**config.mk**
```make
export PLATFORM = sky130hd
export DESIGN_NAME = reorder_ctrl
export DESIGN_NICKNAME = d
export VERILOG_FILES = /design/src/rtl/reorder_ctrl.sv
export SDC_FILE = /design/constraint.sdc
export NUM_CORES = 1
export LEC_CHECK = 0
export ABC_CLOCK_PERIOD_IN_PS = 3700
export CAP_MARGIN = 20
export CORE_ASPECT_RATIO = 0.5
export CORE_UTILIZATION = 53
export DETAILED_ROUTE_END_ITERATION = 8
export GPL_ROUTABILITY_DRIVEN = 1
export PLACE_DENSITY = 0.8
export SLEW_MARGIN = 20
export SYNTH_ARGS = -nofsm -noshare
export SYNTH_HDL_FRONTEND = slang
export SYNTH_SLANG_ARGS = --single-unit
```
**constraint.sdc**
```tcl
create_clock -name i_clock -period 3.7 [get_ports i_clock]
set_input_delay 0.555 -clock i_clock [delete_from_list [all_inputs] [get_ports i_clock]]
set_output_delay 0.555 -clock i_clock [all_outputs]
set_load 0.005 [all_outputs]
```
**src/rtl/reorder_ctrl.sv**
```systemverilog
// Sequencing controller for the PCS RX lane-reorder datapath.
// It runs order discovery (clear the reorder table, then collect IDs under a
// programmable timeout). Once the order is locked, it strobes the swap-mux
// update and walks the round-robin lane select for the 66-bit serial output.
module reorder_ctrl #(
  parameter int N_LANES    = 20,
  parameter int NB_ID      = $clog2(N_LANES),
  parameter int NB_TIMEOUT = 16
) (
  input  logic                  i_clock,
  input  logic                  i_reset_n,
  input  logic                  i_enable,
  input  logic                  i_valid,
  input  logic                  i_deskew_done,
  input  logic                  i_rf_reset_order,
  input  logic                  i_reorder_ready,
  input  logic [NB_TIMEOUT-1:0] i_rf_timeout,
  output logic                  o_reset_order,
  output logic                  o_swap_update,
  output logic [NB_ID-1:0]      o_lane_sel,
  output logic                  o_data_valid,
  output logic                  o_locked,
  output logic                  o_timeout_err,
  output logic [1:0]            o_state
);

  typedef enum logic [1:0] {
    ST_IDLE    = 2'd0,
    ST_CLEAR   = 2'd1,
    ST_COLLECT = 2'd2,
    ST_LOCKED  = 2'd3
  } state_t;

  localparam logic [NB_ID-1:0]      LAST_LANE    = NB_ID'(N_LANES - 1);
  localparam logic [NB_ID-1:0]      LANE_ONE     = NB_ID'(1);
  localparam logic [NB_TIMEOUT-1:0] CNT_MAX      = '1;
  localparam logic [NB_TIMEOUT-1:0] CNT_ONE      = NB_TIMEOUT'(1);
  localparam logic [NB_TIMEOUT:0]   CNT_WIDE_ONE = (NB_TIMEOUT + 1)'(1);

  state_t                  state_reg, state_next;
  logic [NB_TIMEOUT-1:0]   cnt_reg, cnt_next;
  logic [NB_ID-1:0]        lane_sel_reg, lane_sel_next;
  logic                    reset_order_reg, reset_order_next;
  logic                    swap_update_reg, swap_update_next;
  logic                    data_valid_reg, data_valid_next;
  logic                    timeout_err_reg, timeout_err_next;
  logic                    locked_reg;
  logic                    deskew_prev_reg;

  logic                    qualified;
  logic                    deskew_rise;
  logic [NB_TIMEOUT:0]     cnt_inc;
  logic                    timeout_hit;

  assign qualified   = i_enable && i_valid;
  assign deskew_rise = i_deskew_done && !deskew_prev_reg;
  // One bit wider so a saturated counter can never alias onto a timeout value.
  assign cnt_inc     = {1'b0, cnt_reg} + CNT_WIDE_ONE;
  assign timeout_hit = (i_rf_timeout != '0) && (cnt_inc == {1'b0, i_rf_timeout});

  // Next-state and next-output decode; everything holds on non-qualified cycles
  // except the data-valid strobe, which is only high after a qualified LOCKED cycle.
  always_comb begin
    state_next       = state_reg;
    cnt_next         = cnt_reg;
    lane_sel_next    = lane_sel_reg;
    reset_order_next = reset_order_reg;
    swap_update_next = swap_update_reg;
    data_valid_next  = 1'b0;
    timeout_err_next = timeout_err_reg;

    if (qualified) begin
      reset_order_next = 1'b0;
      swap_update_next = 1'b0;
      if (i_rf_reset_order) begin
        timeout_err_next = 1'b0;
      end

      case (state_reg)
        ST_IDLE: begin
          if (deskew_rise || i_rf_reset_order) begin
            state_next       = ST_CLEAR;
            reset_order_next = 1'b1;
            cnt_next         = '0;
          end
        end

        ST_CLEAR: begin
          cnt_next   = '0;
          state_next = i_deskew_done ? ST_COLLECT : ST_IDLE;
        end

        ST_COLLECT: begin
          if (cnt_reg != CNT_MAX) begin
            cnt_next = cnt_reg + CNT_ONE;
          end
          if (!i_deskew_done) begin
            state_next = ST_IDLE;
          end else if (i_rf_reset_order) begin
            state_next       = ST_CLEAR;
            reset_order_next = 1'b1;
            cnt_next         = '0;
          end else if (i_reorder_ready) begin
            state_next       = ST_LOCKED;
            swap_update_next = 1'b1;
            lane_sel_next    = '0;
          end else if (timeout_hit) begin
            // Flag the timeout and retry discovery from a fresh table.
            timeout_err_next = 1'b1;
            state_next       = ST_CLEAR;
            reset_order_next = 1'b1;
            cnt_next         = '0;
          end
        end

        ST_LOCKED: begin
          if (!i_deskew_done) begin
            state_next    = ST_IDLE;
            lane_sel_next = '0;
          end else if (i_rf_reset_order) begin
            state_next       = ST_CLEAR;
            reset_order_next = 1'b1;
            cnt_next         = '0;
          end else begin
            // Losing reorder_ready here is deliberately ignored.
            data_valid_next = 1'b1;
            lane_sel_next   = (lane_sel_reg == LAST_LANE) ? '0 : lane_sel_reg + LANE_ONE;
          end
        end

        default: begin
          state_next = ST_IDLE;
        end
      endcase
    end
  end

  // State, counters and all outputs are registered; reset is synchronous.
  always_ff @(posedge i_clock) begin
    if (!i_reset_n) begin
      state_reg       <= ST_IDLE;
      cnt_reg         <= '0;
      lane_sel_reg    <= '0;
      reset_order_reg <= 1'b0;
      swap_update_reg <= 1'b0;
      data_valid_reg  <= 1'b0;
      timeout_err_reg <= 1'b0;
      locked_reg      <= 1'b0;
      // Track the level through reset so a deskew_done held across reset
      // does not look like a fresh rising edge afterwards.
      deskew_prev_reg <= i_deskew_done;
    end else begin
      state_reg       <= state_next;
      cnt_reg         <= cnt_next;
      lane_sel_reg    <= lane_sel_next;
      reset_order_reg <= reset_order_next;
      swap_update_reg <= swap_update_next;
      data_valid_reg  <= data_valid_next;
      timeout_err_reg <= timeout_err_next;
      locked_reg      <= (state_next == ST_LOCKED);
      if (qualified) begin
        deskew_prev_reg <= i_deskew_done;
      end
    end
  end

  assign o_reset_order = reset_order_reg;
  assign o_swap_update = swap_update_reg;
  assign o_lane_sel    = lane_sel_reg;
  assign o_data_valid  = data_valid_reg;
  assign o_locked      = locked_reg;
  assign o_timeout_err = timeout_err_reg;
  assign o_state       = state_reg;

endmodule

```
==> results of run 1 <==
cells in the mapped netlist (all sizes together), types with 7 or more instances:
| cell | n | area (sq um) |
|---|---|---|
| buf | 7 | 46.3 |
| nand3 | 24 | 145 |
| nor2 | 25 | 93.8 |
| nor4 | 8 | 65.1 |
| a21oi | 16 | 80.1 |
| xor2 | 8 | 70.1 |
| xnor2 | 19 | 166 |
| dfxtp | 28 | 561 |
| o21ai | 22 | 110 |
| nand2 | 29 | 109 |
| nor3 | 8 | 45.0 |
| nand4 | 9 | 62.6 |
| clkbuf | 8 | 30.0 |
| inv | 10 | 37.5 |
worst max-delay path, cell delays in order, from the launching register on:
cell and delay (ns):
dfxtp_1 0.46, ha_1 0.33, nand3_4 0.17, nor4_4 0.52, and2b_1 0.25, a2111oi_1 0.08
and4_1 0.29, o31ai_2 0.54, a21oi_1 0.15, o31ai_1 0.19
power by group through the flow:
| stage | clock, mW | combinational (mW) | sequential [mW] |
|---|---|---|---|
| final | 0.259 | 0.0966 | 0.327 |
| after global routing | 0.283 | 0.104 | 0.328 |
| after CTS | 0.264 | 0.0956 | 0.327 |
| after detailed placement | 0 | 0.0947 | 0.334 |
| after global placement | 0 | 0.0922 | 0.334 |
| after floorplan | 0 | 0.0516 | 0.331 |
placed cells by master, fill, tap and decap left out, types with 3 or more instances in the layout:
cell,count
a21oi_1,16
and3_1,3
buf_4,3
clkbuf_8,5
clkdlybuf4s50_1,34
dfxtp_1,28
inv_1,10
nand2_1,29
nand3_1,22
nand4_1,8
nor2_1,25
nor2b_1,5
nor3_1,7
nor4_1,7
o21a_1,4
o21ai_0,10
o21ai_1,12
o31ai_1,4
or2_2,3
xnor2_1,19
xor2_1,8
cell families (layout without fill, tap and decap cells):
logic type                 after synthesis  after routing
adders and majority gates                2              2
muxes                                    2              2
and+or+nand+nor                        125            125
AOI/OAI and AO/OA                       66             66
buffers and inverters                   26             56
xor gates and xnor gates                27             27
DFF                                     29             29
layer usage:
metal	routed length (um)	track usage [%]
met4	87	6.35
met2	2440	48.3
met1	2470	35.0
met5	0	0
met3	498	6.44
through the flow:
stage | power, mW | cell area (sq um) | utilization (%) | cells
after floorplan | 0.382 | 2110 | - | 277
after global placement | 0.426 | 2460 | 67.9 | 350
after detailed placement | 0.428 | 2460 | 67.9 | 350
after CTS | 0.686 | 2550 | 70.3 | 358
after global routing | 0.714 | 2550 | 70.3 | 358
final | 0.683 | 2550 | 70.3 | 358
final cells by class:
cell class / count / area, sq um / share of cell area (%)
clock buffer: 5 / 68.8 / 2.70
clock inverter: 3 / 17.5 / 0.688
inverter: 11 / 41.3 / 1.62
multi-input combinational: 222 / 1400 / 55.0
sequential: 29 / 591 / 23.2
tap: 51 / 63.8 / 2.51
timing repair buffer: 37 / 363 / 14.3
path summary, 6_finish.rpt:
| check | startpoint | to | slack, ns | cells after the start |
|---|---|---|---|---|
| min reg2reg | o_swap_update | o_swap_update | 0.45 | 2 |
| min | o_swap_update | o_swap_update | 0.45 | 2 |
| max | cnt_reg[0] | cnt_reg[11] | 0.62 | 9 |
| max reg2reg | cnt_reg[0] | cnt_reg[11] | 0.62 | 9 |
==> results.cfg, run 1 <==
[outcome]
status = finished clean

[power]
p_seq_share_pct = 47.9
p_per_area_mw_per_mm2 = 268
pwr-share-clk_pct = 38.0
p_sw_uw = 185
internal_power_uw = 498
p_comb_share_pct = 14.1
worst_ir_drop_vdd_mv = 0.135
p_sw_share_pct = 27.1
leakagePower_nw = 0.901

[logic_synthesis]
synth_flop_cell = dfxtp_1
synth_mux_area_share_pct = 0.949
syn_inst = 277
syn-cell-area_sq_mm = 0.00211
synth_compound_area_share_pct = 20.9
ys_types = 56
syn-num-nets = 302
synth_xor_area_share_pct = 11.2
avgSynthCellArea_sq_um = 7.62
synth_top_family_by_area = simple AND/OR/NAND/NOR gates
synthAdderAreaFrac_pct = 1.19
yosysWarnings = 0
synth_edf_count = 1
synthArstFlopShare_pct = 0
synth_seq_cells = 29
yosys.area_share.simple_pct = 32.2
seq_area_frac_synth_pct = 28.0

[cells_and_area]
fillers = 308
area_growth_syn_to_layout_pct = 20.7
largest_reg_flops = 16
antennaDiodeCount = 0
drive_above_1_share_pct = 7.49
num-nets-final = 331

[sta]
worstMarginPinSlew_ns = 0.780
worst_hold_slack_ns = 0.453
skew_ns = 0.00265
slew_violations = 0
fmax_mhz = 325
tns_ns = 0
setup-violations-final = 0
finalCriticalPeriod_ns = 3.08
final_hold_viol_count = 0
setup_slack_ns = 0.624
rsz0062_at_grt = no
slew_headroom_pct = 47.7
finalCritPeriodShare_pct = 83.1

[detailed_routing]
viasPerCell = 6.07
routed_wl_um = 5500
wire_per_inst_um = 15.4
drt_iter0_drc = 152
drc = 0
ant_nets = 0
num_vias = 2173
drtPass1Iterations = 4

[worst_setup_path]
startpoint_type = register
worstPathArrival_ns = 3.27
critPathCaptureType = register
worstPathMaxFanout = 9
path_class = reg2reg
cp.required_ns = 3.90

[clock_network]
numCtsBuffers = 5
postCtsHoldBufs = 0
cts_tree = built
cts_max_path_buffers = 2
cts_resized = 0
cts_root_buf = clkbuf_8
insertion_delay_ns = 0.28
post_cts_buffers = 0
numClockSinks = 29
path_clk_slew_ns = 0.07
ctsHtreeMaxLevel = 2

[job]
cap_violations = 0

[die]
core_sq_mm = 0.00362
rows = 15
dieHeight_um = 46.6
dieArea_sq_mm = 0.00425
io_pins = 35
start_util_pct = 58.2
die_w_um = 91.2

[global_routing]
antenna_found_initial = 0
grt_util_all_layers_pct = 27.4
grt_pass1_vias = 1794
grt_max_degree = 20
grt_overflow = 0
grt_first_pass_wirelength_um = 8780

[min_path]
hold_path.class = reg2reg

[placement]
dp_hpwl_um = 4010
preCtsSetupSlack_ns = 0.481
port_buffers = 34
gp_congestion = 0.920
Note: power is estimated with default switching activity, not from simulation.
==> run 2: changes to the inputs <==
--- a/config.mk
+++ b/config.mk
@@ -5,7 +5,7 @@
 export SDC_FILE = /design/constraint.sdc
 export NUM_CORES = 1
 export LEC_CHECK = 0
-export ABC_CLOCK_PERIOD_IN_PS = 3700
+export ABC_CLOCK_PERIOD_IN_PS = 3000
 export CAP_MARGIN = 20
 export CORE_ASPECT_RATIO = 0.5
 export CORE_UTILIZATION = 53
==> constraint.sdc (replaced) <==
create_clock -name i_clock -period 3 [get_ports i_clock]
set_input_delay 0.45 -clock i_clock [delete_from_list [all_inputs] [get_ports i_clock]]
set_output_delay 0.45 -clock i_clock [all_outputs]
set_load 0.005 [all_outputs]
==> run 2 against run 1 <==
  * Clock-buffer cell count rose by 2
  * Clock power is 66% higher
  * Cell count is 3.9% higher
  * Utilization rose by 4.6 points
  * First-iteration DRC count up 63%
  * Highest routed layer unchanged
  * Flip-flop and latch count is the same
  * Register-to-register slack lost 0.44 ns
==> results.cfg, run 2 (synthesis gave the netlist of run 1 again) <==
[outcome]
status = finished clean

[min_path]
whs_path_depth = 2
hold_path.class = reg2reg

[sta]
worstMarginPinSlew_ns = 0.521
setup_slack_ns = 0.187
slew_violations = 0
skew_ns = 0.00827
rsz0062_at_grt = no
slew_headroom_pct = 64.9
final_hold_viol_count = 0
tns_ns = 0
setup-violations-final = 0
finalCritPeriodShare_pct = 93.8
finalCriticalPeriod_ns = 2.81
fmax_mhz = 356
worst_hold_slack_ns = 0.451

[worst_setup_path]
cp.required_ns = 3.16
r2r_setup_slack_ns = 0.19
r2r-end = cnt_reg[3]
r2r-start = cnt_reg[1]
reg2reg_depth = 10
worstPathArrival_ns = 2.98
critPathCaptureType = register
critPathLaunch = cnt_reg[1]
endpoint = cnt_reg[3]
path_class = reg2reg
startpoint_type = register
worstPathMaxFanout = 9

[cells_and_area]
num-nets-final = 345
drive_above_1_share_pct = 12.1
largest_reg_flops = 16
final_cells = 372
area_growth_syn_to_layout_pct = 28.5
final_common_cell = clkdlybuf4s50_1
layout_common_cells = 34 x clkdlybuf4s50_1, 29 x nand2_1, 28 x dfxtp_1
antennaDiodeCount = 0
finish.utilization_pct = 74.9
design_area_sq_mm = 0.00271

[detailed_routing]
num_vias = 2264
ant_nets = 0
routed_wl_um = 5780
drt_iter0_drc = 247
drtPass1Iterations = 5
drc = 0
wire_per_inst_um = 15.5
viasPerCell = 6.09

[die]
die_w_um = 91.2
dieArea_sq_mm = 0.00425
dieHeight_um = 46.6
core_sq_mm = 0.00362
rows = 15
io_pins = 35
start_util_pct = 58.2

[placement]
dp_hpwl_um = 4270
gp_congestion = 0.923
port_buffers = 34
post_dp_cell_area_sq_mm = 0.00258
post-place-cells = 364
preCtsSetupSlack_ns = -0.104

[clock_network]
numClockSinks = 29
cts_resized = 0
ctsHtreeMaxLevel = 2
cts_root_buf = clkbuf_8
postCtsHoldBufs = 0
cts_tree = built
insertion_delay_ns = 0.28
path_clk_slew_ns = 0.07
numCtsBuffers = 5
cts_max_path_buffers = 2
post_cts_buffers = 0

[power]
leakagePower_nw = 0.992
p_per_area_mw_per_mm2 = 354
p_total_uw = 960
worst_ir_drop_vdd_mv = 0.205

[global_routing]
grt_util_all_layers_pct = 29.4
grt_max_degree = 20
grt_pass1_vias = 1929
grt_overflow = 0
antenna_found_initial = 0
grt_first_pass_wirelength_um = 9410

[job]
cap_violations = 0
==> run 2: worst min-delay path by stage <==
stage	from	slack [ns]	to
after detailed placement	o_swap_update	0.45	o_swap_update
after CTS	o_swap_update	0.45	o_swap_update
after floorplan	o_swap_update	0.45	o_swap_update
after global placement	o_swap_update	0.44	o_swap_update
final	o_swap_update	0.45	o_swap_update
after global routing	o_swap_update	0.50	o_swap_update
==> run 2: worst max-delay path: stages (launching register included) <==
cell	delay, ns
dfxtp_1	0.40
ha_2	0.28
nand3_4	0.17
xnor2_1	0.17
or4_1	0.42
nor4b_2	0.39
and4_2	0.37
buf_4	0.15
o31ai_4	0.08
a22oi_1	0.21
nor2_1	0.06
==> run 2: area by class of cell <==
type | instances | area (sq um)
Sequential cell | 29 | 591
Fill cell | 276 | 911
Inverter | 11 | 41.3
Multi-Input combinational cell | 222 | 1420
Timing Repair Buffer | 51 | 480
Clock buffer | 7 | 86.3
Tap cell | 51 | 63.8
Clock inverter | 1 | 30.0
==> run 2: report_power, final <==
group          leakage [nW]  total, mW  internal [mW]  switching [mW]
Combinational         0.697      0.131         0.0671          0.0643
Sequential            0.236      0.399          0.394         0.00560
Clock                0.0585      0.429          0.271           0.158
Total                 0.992      0.960          0.731           0.228
==> run 2: per-layer routing <==
metal  GRT usage (%)  part of all wire [%]
met2            48.0                    45
met1            38.9                    44
met3            7.76                   9.8
met4            8.89                   1.5
met5               0                     0
